<file path="config.mk">
export PLATFORM = sky130hd
export DESIGN_NAME = if_fetch_unit
export DESIGN_NICKNAME = d
export VERILOG_FILES = /design/src/rtl/if_fetch_unit_pkg.sv /design/src/rtl/if_fetch_unit_hold_buffer.sv /design/src/rtl/if_fetch_unit.sv
export SDC_FILE = /design/constraint.sdc
export NUM_CORES = 1
export LEC_CHECK = 0
export CORE_MARGIN = 4
export CORE_UTILIZATION = 42
export CTS_CLUSTER_SIZE = 12
export DETAILED_ROUTE_END_ITERATION = 12
export PLACE_DENSITY_LB_ADDON = 0.12
export SYNTH_ARGS = -nofsm -noshare
export SYNTH_HDL_FRONTEND = slang
export SYNTH_SLANG_ARGS = --single-unit
export TNS_END_PERCENT = 30
</file>
<file path="constraint.sdc">
create_clock -name clk -period 6.1 [get_ports clk]
set_clock_uncertainty 0.15 [all_clocks]
set_input_delay 0.915 -clock clk [delete_from_list [all_inputs] [get_ports clk]]
set_output_delay 0.915 -clock clk [all_outputs]
set_load 0.01 [all_outputs]
</file>
<file path="src/rtl/if_fetch_unit_pkg.sv">
// Shared constants, state encoding and helpers for the instruction-fetch stage.
package if_fetch_unit_pkg;

    localparam logic [31:0] NOP_INSTR      = 32'hF800_0000;
    localparam int unsigned OPCODE_MSB     = 31;
    localparam int unsigned OPCODE_LSB     = 27;
    localparam int unsigned OPCODE_W       = OPCODE_MSB - OPCODE_LSB + 1;
    localparam int unsigned PC_INC_DEFAULT = 4;

    typedef enum logic [1:0] {
        IDLE      = 2'd0,
        REQ       = 2'd1,
        WAIT_HOLD = 2'd2,
        DROP      = 2'd3
    } fetch_state_e;

    function automatic logic [OPCODE_W-1:0] opcode_of(input logic [31:0] instr);
        return instr[OPCODE_MSB:OPCODE_LSB];
    endfunction

endpackage

</file>
<file path="src/rtl/if_fetch_unit_hold_buffer.sv">
// One-entry skid register holding a fetched instruction and its PC while ID stalls.
module if_hold_buffer
    import if_fetch_unit_pkg::*;
#(
    parameter int unsigned ADDR_W = 32
) (
    input  logic              clk,
    input  logic              rst,
    input  logic              load,
    input  logic              unload,
    input  logic              clear,
    input  logic [31:0]       instr_in,
    input  logic [ADDR_W-1:0] pc_in,
    output logic              full,
    output logic [31:0]       instr,
    output logic [ADDR_W-1:0] pc
);

    logic              full_q, full_d;
    logic [31:0]       instr_q, instr_d;
    logic [ADDR_W-1:0] pc_q, pc_d;

    // Clear wins over load, load wins over unload.
    always_comb begin
        full_d  = full_q;
        instr_d = instr_q;
        pc_d    = pc_q;
        if (clear) begin
            full_d = 1'b0;
        end else if (load) begin
            full_d  = 1'b1;
            instr_d = instr_in;
            pc_d    = pc_in;
        end else if (unload) begin
            full_d = 1'b0;
        end
    end

    always_ff @(posedge clk) begin
        if (rst) begin
            full_q  <= 1'b0;
            instr_q <= NOP_INSTR;
            pc_q    <= '0;
        end else begin
            full_q  <= full_d;
            instr_q <= instr_d;
            pc_q    <= pc_d;
        end
    end

    assign full  = full_q;
    assign instr = instr_q;
    assign pc    = pc_q;

endmodule

</file>
<file path="src/rtl/if_fetch_unit.sv">
// Instruction-fetch stage: PC generation, imem req/ack handshake, IF/ID register,
// stall skid buffering and redirect flush with stale-response dropping.
module if_fetch_unit
    import if_fetch_unit_pkg::*;
#(
    parameter int unsigned       ADDR_W   = 32,
    parameter logic [ADDR_W-1:0] RESET_PC = '0,
    parameter int unsigned       PC_INC   = PC_INC_DEFAULT
) (
    input  logic              clk,
    input  logic              rst,
    output logic              imem_req,
    output logic [ADDR_W-1:0] imem_addr,
    input  logic              imem_ack,
    input  logic [31:0]       imem_rdata,
    input  logic              stall,
    input  logic              redirect_valid,
    input  logic [ADDR_W-1:0] redirect_pc,
    output logic [31:0]       instr_out,
    output logic [ADDR_W-1:0] pc_out,
    output logic              instr_valid
);

    fetch_state_e      state_q, state_d;
    logic [ADDR_W-1:0] pc_q, pc_d;
    logic [ADDR_W-1:0] addr_q, addr_d;
    logic              req_q, req_d;
    logic [31:0]       instr_q, instr_d;
    logic [ADDR_W-1:0] pc_out_q, pc_out_d;
    logic              valid_q, valid_d;

    logic              hold_load, hold_unload, hold_clear, hold_full;
    logic [31:0]       hold_instr;
    logic [ADDR_W-1:0] hold_pc;
    logic              ack_seen;

    assign ack_seen = imem_ack && req_q;

    if_hold_buffer #(.ADDR_W(ADDR_W)) u_hold (
        .clk      (clk),
        .rst      (rst),
        .load     (hold_load),
        .unload   (hold_unload),
        .clear    (hold_clear),
        .instr_in (imem_rdata),
        .pc_in    (addr_q),
        .full     (hold_full),
        .instr    (hold_instr),
        .pc       (hold_pc)
    );

    always_comb begin
        state_d     = state_q;
        pc_d        = pc_q;
        instr_d     = instr_q;
        pc_out_d    = pc_out_q;
        valid_d     = valid_q;
        hold_load   = 1'b0;
        hold_unload = 1'b0;
        hold_clear  = 1'b0;

        // ID consumes the current entry whenever it is not stalled.
        if (!stall) begin
            valid_d = 1'b0;
            instr_d = NOP_INSTR;
        end

        case (state_q)
            IDLE: begin
                state_d = REQ;
                if (redirect_valid) pc_d = redirect_pc;
            end
            REQ: begin
                if (redirect_valid) begin
                    pc_d    = redirect_pc;
                    state_d = ack_seen ? REQ : DROP;
                end else if (ack_seen) begin
                    pc_d = pc_q + ADDR_W'(PC_INC);
                    if (!stall || !valid_q) begin
                        instr_d  = imem_rdata;
                        pc_out_d = addr_q;
                        valid_d  = 1'b1;
                    end else begin
                        hold_load = 1'b1;
                        state_d   = WAIT_HOLD;
                    end
                end
            end
            WAIT_HOLD: begin
                if (redirect_valid) begin
                    pc_d    = redirect_pc;
                    state_d = REQ;
                end else if (!stall && hold_full) begin
                    instr_d     = hold_instr;
                    pc_out_d    = hold_pc;
                    valid_d     = 1'b1;
                    hold_unload = 1'b1;
                    state_d     = REQ;
                end
            end
            DROP: begin
                if (redirect_valid) pc_d = redirect_pc;
                if (ack_seen) state_d = REQ;
            end
            default: state_d = IDLE;
        endcase

        // Redirect flushes IF/ID and the skid entry regardless of state.
        if (redirect_valid) begin
            valid_d    = 1'b0;
            instr_d    = NOP_INSTR;
            hold_clear = 1'b1;
        end

        req_d  = (state_d == REQ) || (state_d == DROP);
        addr_d = (state_d == REQ) ? pc_d : addr_q;
    end

    always_ff @(posedge clk) begin
        if (rst) begin
            state_q  <= IDLE;
            pc_q     <= RESET_PC;
            addr_q   <= RESET_PC;
            req_q    <= 1'b0;
            instr_q  <= NOP_INSTR;
            pc_out_q <= '0;
            valid_q  <= 1'b0;
        end else begin
            state_q  <= state_d;
            pc_q     <= pc_d;
            addr_q   <= addr_d;
            req_q    <= req_d;
            instr_q  <= instr_d;
            pc_out_q <= pc_out_d;
            valid_q  <= valid_d;
        end
    end

    assign imem_req    = req_q;
    assign imem_addr   = addr_q;
    assign instr_out   = instr_q;
    assign pc_out      = pc_out_q;
    assign instr_valid = valid_q;

endmodule

</file>
# Word-level counts from Yosys, hierarchy flattened
# Index checks and enable logic that the tools add are counted.
[totals]
in_bits = 69
out_inout_bits = 98
register_bits = 197
[classes]
n_bitwise = 1
add_sub_neg = 1
reduce_logical = 14
n_mux = 38
eq_ne = 10
[ops]
columns = ["op", "count"]
rows = [
  ["$mux 32", 12],
  ["$pmux 32 s2", 3],
  ["$add 32x3->32 const B", 1],
  ["$mux 1", 14],
  ["$mux 2", 7],
  ["$ne 2x2->1 const B", 5],
  ["$pmux 2 s4", 1],
  ["$eq 2x2->1 const B", 3],
  ["$reduce_and 6->1", 1],
  ["$eq 2x1->1 const B", 2],
  ["$reduce_bool 2->1", 2],
  ["$reduce_or 2->1", 2],
  ["$reduce_or 3->1", 1],
  ["$logic_and 1x1->1", 2],
  ["$logic_not 1->1", 2],
  ["$logic_not 2->1", 1],
  ["$logic_or 1x1->1", 2],
  ["$pmux 1 s2", 1],
  ["$reduce_and 2->1", 1],
  ["$not 1->1", 1],
]

# Longest topological paths before layout
[depth]
word_depth = 8
ltp_mapped = 11
mapped_depth_nobuf = 8

# Cells and area by module
# From an unflattened synthesis, not the netlist that was laid out.
[unflattened]
cells_unflattened = 966
area_unflattened_um2 = 8961.1
[modules_own_cells]
columns = ["module", "seq_area_each_um2", "area_per_inst_um2", "cells_per_inst", "n_inst"]
rows = [
  ["if_fetch_unit", 2622.5, 6055.8, 672, 1],
  ["if_hold_buffer", 1301.2, 2905.3, 294, 1],
]

# Worst setup path after synthesis
# Ideal clock, no wire load.
[synth_timing]
path_kind = "input to register"
from = "input port redirect_valid"
to = "register addr_q[18] (netlist: imem_addr[18])"
setup_time_ps = 71
t_arrival_ps = 2226
n_path_buf = 0
t_required_ps = 5879
stages = 6
setup_slack_ps = 3652
path_cell_list = "nand4b_2 > nor2_4 > and4_1 > mux2_2 > or2_1 > a21oi_1"
[synth_via]
elab_chain_cells = 3
[synth_rtl]
columns = ["element", "line_no", "rtl"]
rows = [
  ["start, declared", "if_fetch_unit.sv:17", "input logic redirect_valid,"],
  ["$mux 2 (on tied branches)", "if_fetch_unit.sv:90, if_fetch_unit.sv:74", ""],
  ["$pmux 2 s4", "if_fetch_unit.sv:68", "case (state_q)"],
  ["$eq 2x1->1", "if_fetch_unit.sv:116", "addr_d = (state_d == REQ) ? pc_d : addr_q;"],
  ["end signal, assigned", "if_fetch_unit.sv:131", "addr_q <= addr_d;"],
  ["end, declared", "if_fetch_unit.sv:26", "logic [ADDR_W-1:0] addr_q, addr_d;"],
]
# Parallel ways exist; a longest one is shown, timed or not.
# A chain may end at the register's enable or synchronous reset.

# Worst setup path after layout
[layout_timing]
from = "input port redirect_valid"
to = "register addr_q[20] (netlist: imem_addr[20])"
# Same word-level chain as after synthesis.

==> results.txt <==
- Status: finished clean
- Minimum clock period after layout: approximately 3.4 ns
- The worst setup path is captured at a register.
- The share of total power dissipated in sequential elements is about 48%.
- Clock-pin slew was measured on the worst setup and hold paths at approximately 0.07 ns.
* Vias per std cell: roughly 5.2
- Row Count: 50
- Setup violators final: 0
* Number of iterations in the first detailed-routing pass: 6
- For the worst setup path, the data arrival time is around 3.5 ns.
- By area, the combinational part of the netlist is dominated by simple AND/OR/NAND/NOR gates.
* Mux contribution to synthesized area: under 10%
- 0 antenna diodes ended up in the layout.
- Post-Layout Cell Count: 1317
- The clock net in this run drives a total of between 150 and 200 sinks.
* Final Hold Viols: 0
- Post-layout instance area: 0.0106 mm²
* Clock group share of total power: approximately two fifths
- For this run, the leading register cell type out of synthesis is dfxtp_1.
- The first global-routing pass estimated between 30000 and 40000 µm of wire.
- IO buf count: 166
- The worst setup path is of the input pin to register kind.
* Area of the die: roughly 0.022 mm²
- The number of global-route vias before repair came to ~6300.
* Fraction of synthesized cell area in xor and xnor cells: under 10%
- Final core utilization: 55.7%
- Clock buffer depth: 2
- The number of pins with negative max-slew slack in the final report was 0.
- Unrepaired setup endpoints after global routing: false
- STA puts the critical path data required time at roughly 6.3 ns.
* DRC: 0
- The number of gates resized after CTS was 0.
- The H-tree was split into 4 levels.
- Headroom to the max-slew limit came out at 18.3%.
- For this run, the total global-route usage over all layers was measured as between 20% and 30%.
* Static Leakage: roughly 3.6 nW
- Clock latency reported for the late side of the worst-skew pair: 0.43 ns
- Number of unique standard cell types used by synthesis: 56
- After floorplanning, the core was sized to cover ~0.019 mm².
* YS warnings: 0
- Entering global routing, the biggest net connects slightly above 80 pins.
- The first routing iteration left 493 violations.
* Routed WL per cell: about 17 µm
- Cell-internal power: between 2 and 2.5 mW
- Total global routing overflow: 0
- Switching power: between 0.7 and 0.8 mW
- Counting the buffers created by CTS gives 17.
- Effective utilization at floorplan: 43.3%
- Max capacitance violation total: 0
* Post-synth EDFFs: 0
- Boundary Pins: between 150 and 200
- Placed wire-length estimate after detailed placement: between 15000 and 20000 µm
- TritonCTS clock tree: done
* Syn_nets: a little under 1000
- Summing internal, switching and leakage power gives about 2.9 mW.
* Gp weighted congestion: roughly 0.79
- Async SR Flop Fraction: 0%
- Highest attainable clock frequency: ~300 MHz
- The routed layout has roughly 6800 vias.
- Post-synthesis compound-gate area fraction: approximately 15%
* Final WS setup: roughly 2.7 ns
- In this run the remaining antenna-violating nets after routing total 0.
- At the placement stage, the worst setup path has a slack of 2.28 ns.
- The final critical path takes up a little under three fifths of the cycle.
- Wires add up to between 20000 and 25000 µm.
- In this run the worst path has a maximum fanout of 36.
- Simple-gate portion of the synthesized area: a little over a fifth
- Horizontal extent of the die: approximately 150 µm
- In this run, synthesis produced a sequential element count of 196.
* Peak supply drop: 201 µV
* Count of buffers added by post-CTS timing repair for setup: 0
- Post-synthesis share of cell area spent on full adders, half adders and majority gates: 0.914%
- After clock tree synthesis, the flow added hold-fix buffers numbering 0.
- Synthesized area divided by synthesized cell count: between 8 and 9 µm²
- The number of placed instances, taps included, is ~1300.
* Post-placement cell area: between 0.009 and 0.01 mm²
* Growth of design area from synthesis to finish: 28.5%
* Die Height: between 100 and 150 µm
* Synth Instances: between 900 and 1000
* Cell area after synthesis: roughly 0.0082 mm²
- Sequential cells were found to cover a little under half of the synthesized design area.
* Comb pwr share: between 10% and 20%
* Post-Route Hold Slack: between 0.3 and 0.4 ns
* Share of cells above drive strength 1: 8.61%
* Pwr/cell area: ~270 mW/mm²
- Post-layout nets: 1119
- Startpoint types: input pin
- For the pin with the worst max-slew slack, the measured transition is around 1.2 ns.
- Hold Crit Class: register to register
* Total Neg Setup Slack: 0 ns
- Initial antenna violation count: 0
- Net switching is between 20% and 30% of the power.
- After filler insertion, the fill cell instance count of the layout stands at 1712.
* Clock root buffer: clkbuf_16
[synth_stat cells (2+ instances only)]
cell type,instances,area (µm²)
a211oi_1,32,240
xor2_1,3,26.3
nand3_1,14,70.1
nor2_1,109,409
and3_1,6,37.5
mux2_4,2,30.0
ha_1,6,75.1
buf_2,18,90.1
buf_4,2,15.0
inv_1,11,41.3
or2_2,2,12.5
buf_6,5,56.3
nand4b_2,2,30.0
o31ai_2,2,25.0
mux2_2,20,225
nand4_1,10,62.6
and2_1,3,18.8
o21ai_1,9,45.0
o21ai_0,7,35.0
dfxtp_1,196,3920
nor3_1,14,70.1
mux2i_1,54,541
nand3b_1,19,143
or2_1,9,56.3
clkbuf_1,38,143
nor2b_1,10,62.6
o41ai_2,3,48.8
a21oi_1,75,375
o221ai_1,5,43.8
nor4_1,2,12.5
buf_1,3,11.3
nor2_2,4,25.0
xnor2_1,11,96.3
nand2_1,161,604
a222oi_1,27,270
a21oi_2,2,17.5
[critical path, stage by stage]
cell      delay [ns]
buf_2           0.22
buf_4           0.32
nand4b_2        0.39
nor2_4          0.19
a221oi_4        0.06
o21ai_4         0.53
buf_4           0.38
or2_1           0.39
o21ai_1         0.10
[power by group through the flow]
stage          combinational [mW]  sequential [mW]  clock, mW
2_1_floorplan               0.187             1.42          0
3_3_place_gp                0.362             1.42          0
3_5_place_dp                0.364             1.42          0
4_1_cts                     0.365             1.39       1.17
5_1_grt                     0.396             1.40       1.22
6_report                    0.363             1.39       1.15
[cell usage in the layout (no fill, tap or decap), types with 2 or more instances in the layout]
cell / count
nand4b_2: 2
a21oi_1: 75
o41ai_2: 3
nand4_1: 10
clkinv_2: 2
nor3_1: 14
o31ai_2: 2
inv_8: 2
o221ai_1: 5
a21oi_2: 2
clkdlybuf4s50_1: 164
dfxtp_1: 196
nand3_1: 14
o21ai_0: 7
nor4_1: 2
inv_6: 5
clkbuf_16: 17
xnor2_1: 11
and2_1: 3
nand3b_1: 19
nor2_2: 2
a222oi_1: 27
nand2_1: 161
inv_1: 11
and3_1: 6
buf_4: 11
clkinv_4: 2
a211oi_1: 32
ha_1: 5
mux2_2: 20
mux2_4: 2
nor2b_1: 10
o21ai_1: 9
nor2_4: 3
mux2i_1: 54
xor2_1: 3
or2_2: 2
nor2_1: 109
or2_1: 9
bufinv_16: 2
[per-layer routing]
metal | global-route usage, % | share of wire, %
met1 | 30.9 | 50
met2 | 28.5 | 43
met3 | 4.14 | 5.3
met4 | 4.85 | 1.2
met5 | 0 | 0
[state kept, by name, summed over array words and instances (netlist names)]
register      cells
imem_addr        32
instr_out        32
pc_out           32
pc_q             32
u_hold.instr     32
u_hold.pc        32
state_q           2
instr_valid       1
u_hold.full       1
[cell type report]
cell class	instances	area, µm²	area share (%)
clock buffers	18	439	4.16
clock inverters	14	161	1.53
inverters	12	45.0	0.427
multi-input cells	641	3930	37.2
flip-flops and latches	196	3920	37.2
well taps	260	325	3.08
repair buffers	176	1730	16.4
[final timing paths]
path / from / depth (start not counted) / to / slack (ns)
max: redirect_valid / 9 / imem_addr[20] / 2.74
min: u_hold.pc[6] / 2 / u_hold.pc[6] / 0.30
max reg2reg: state_q[0] / 8 / imem_addr[20] / 2.84
min reg2reg: u_hold.pc[6] / 2 / u_hold.pc[6] / 0.30
[kinds of logic after synthesis]
logic type,after synthesis
muxes,76
adders and majority gates,6
DFF,196
xor gates and xnor gates,14
and+or+nand+nor,374
AOI/OAI and AO/OA,171
buffers and inverters,79
Power figures use the tool's default switching activity.
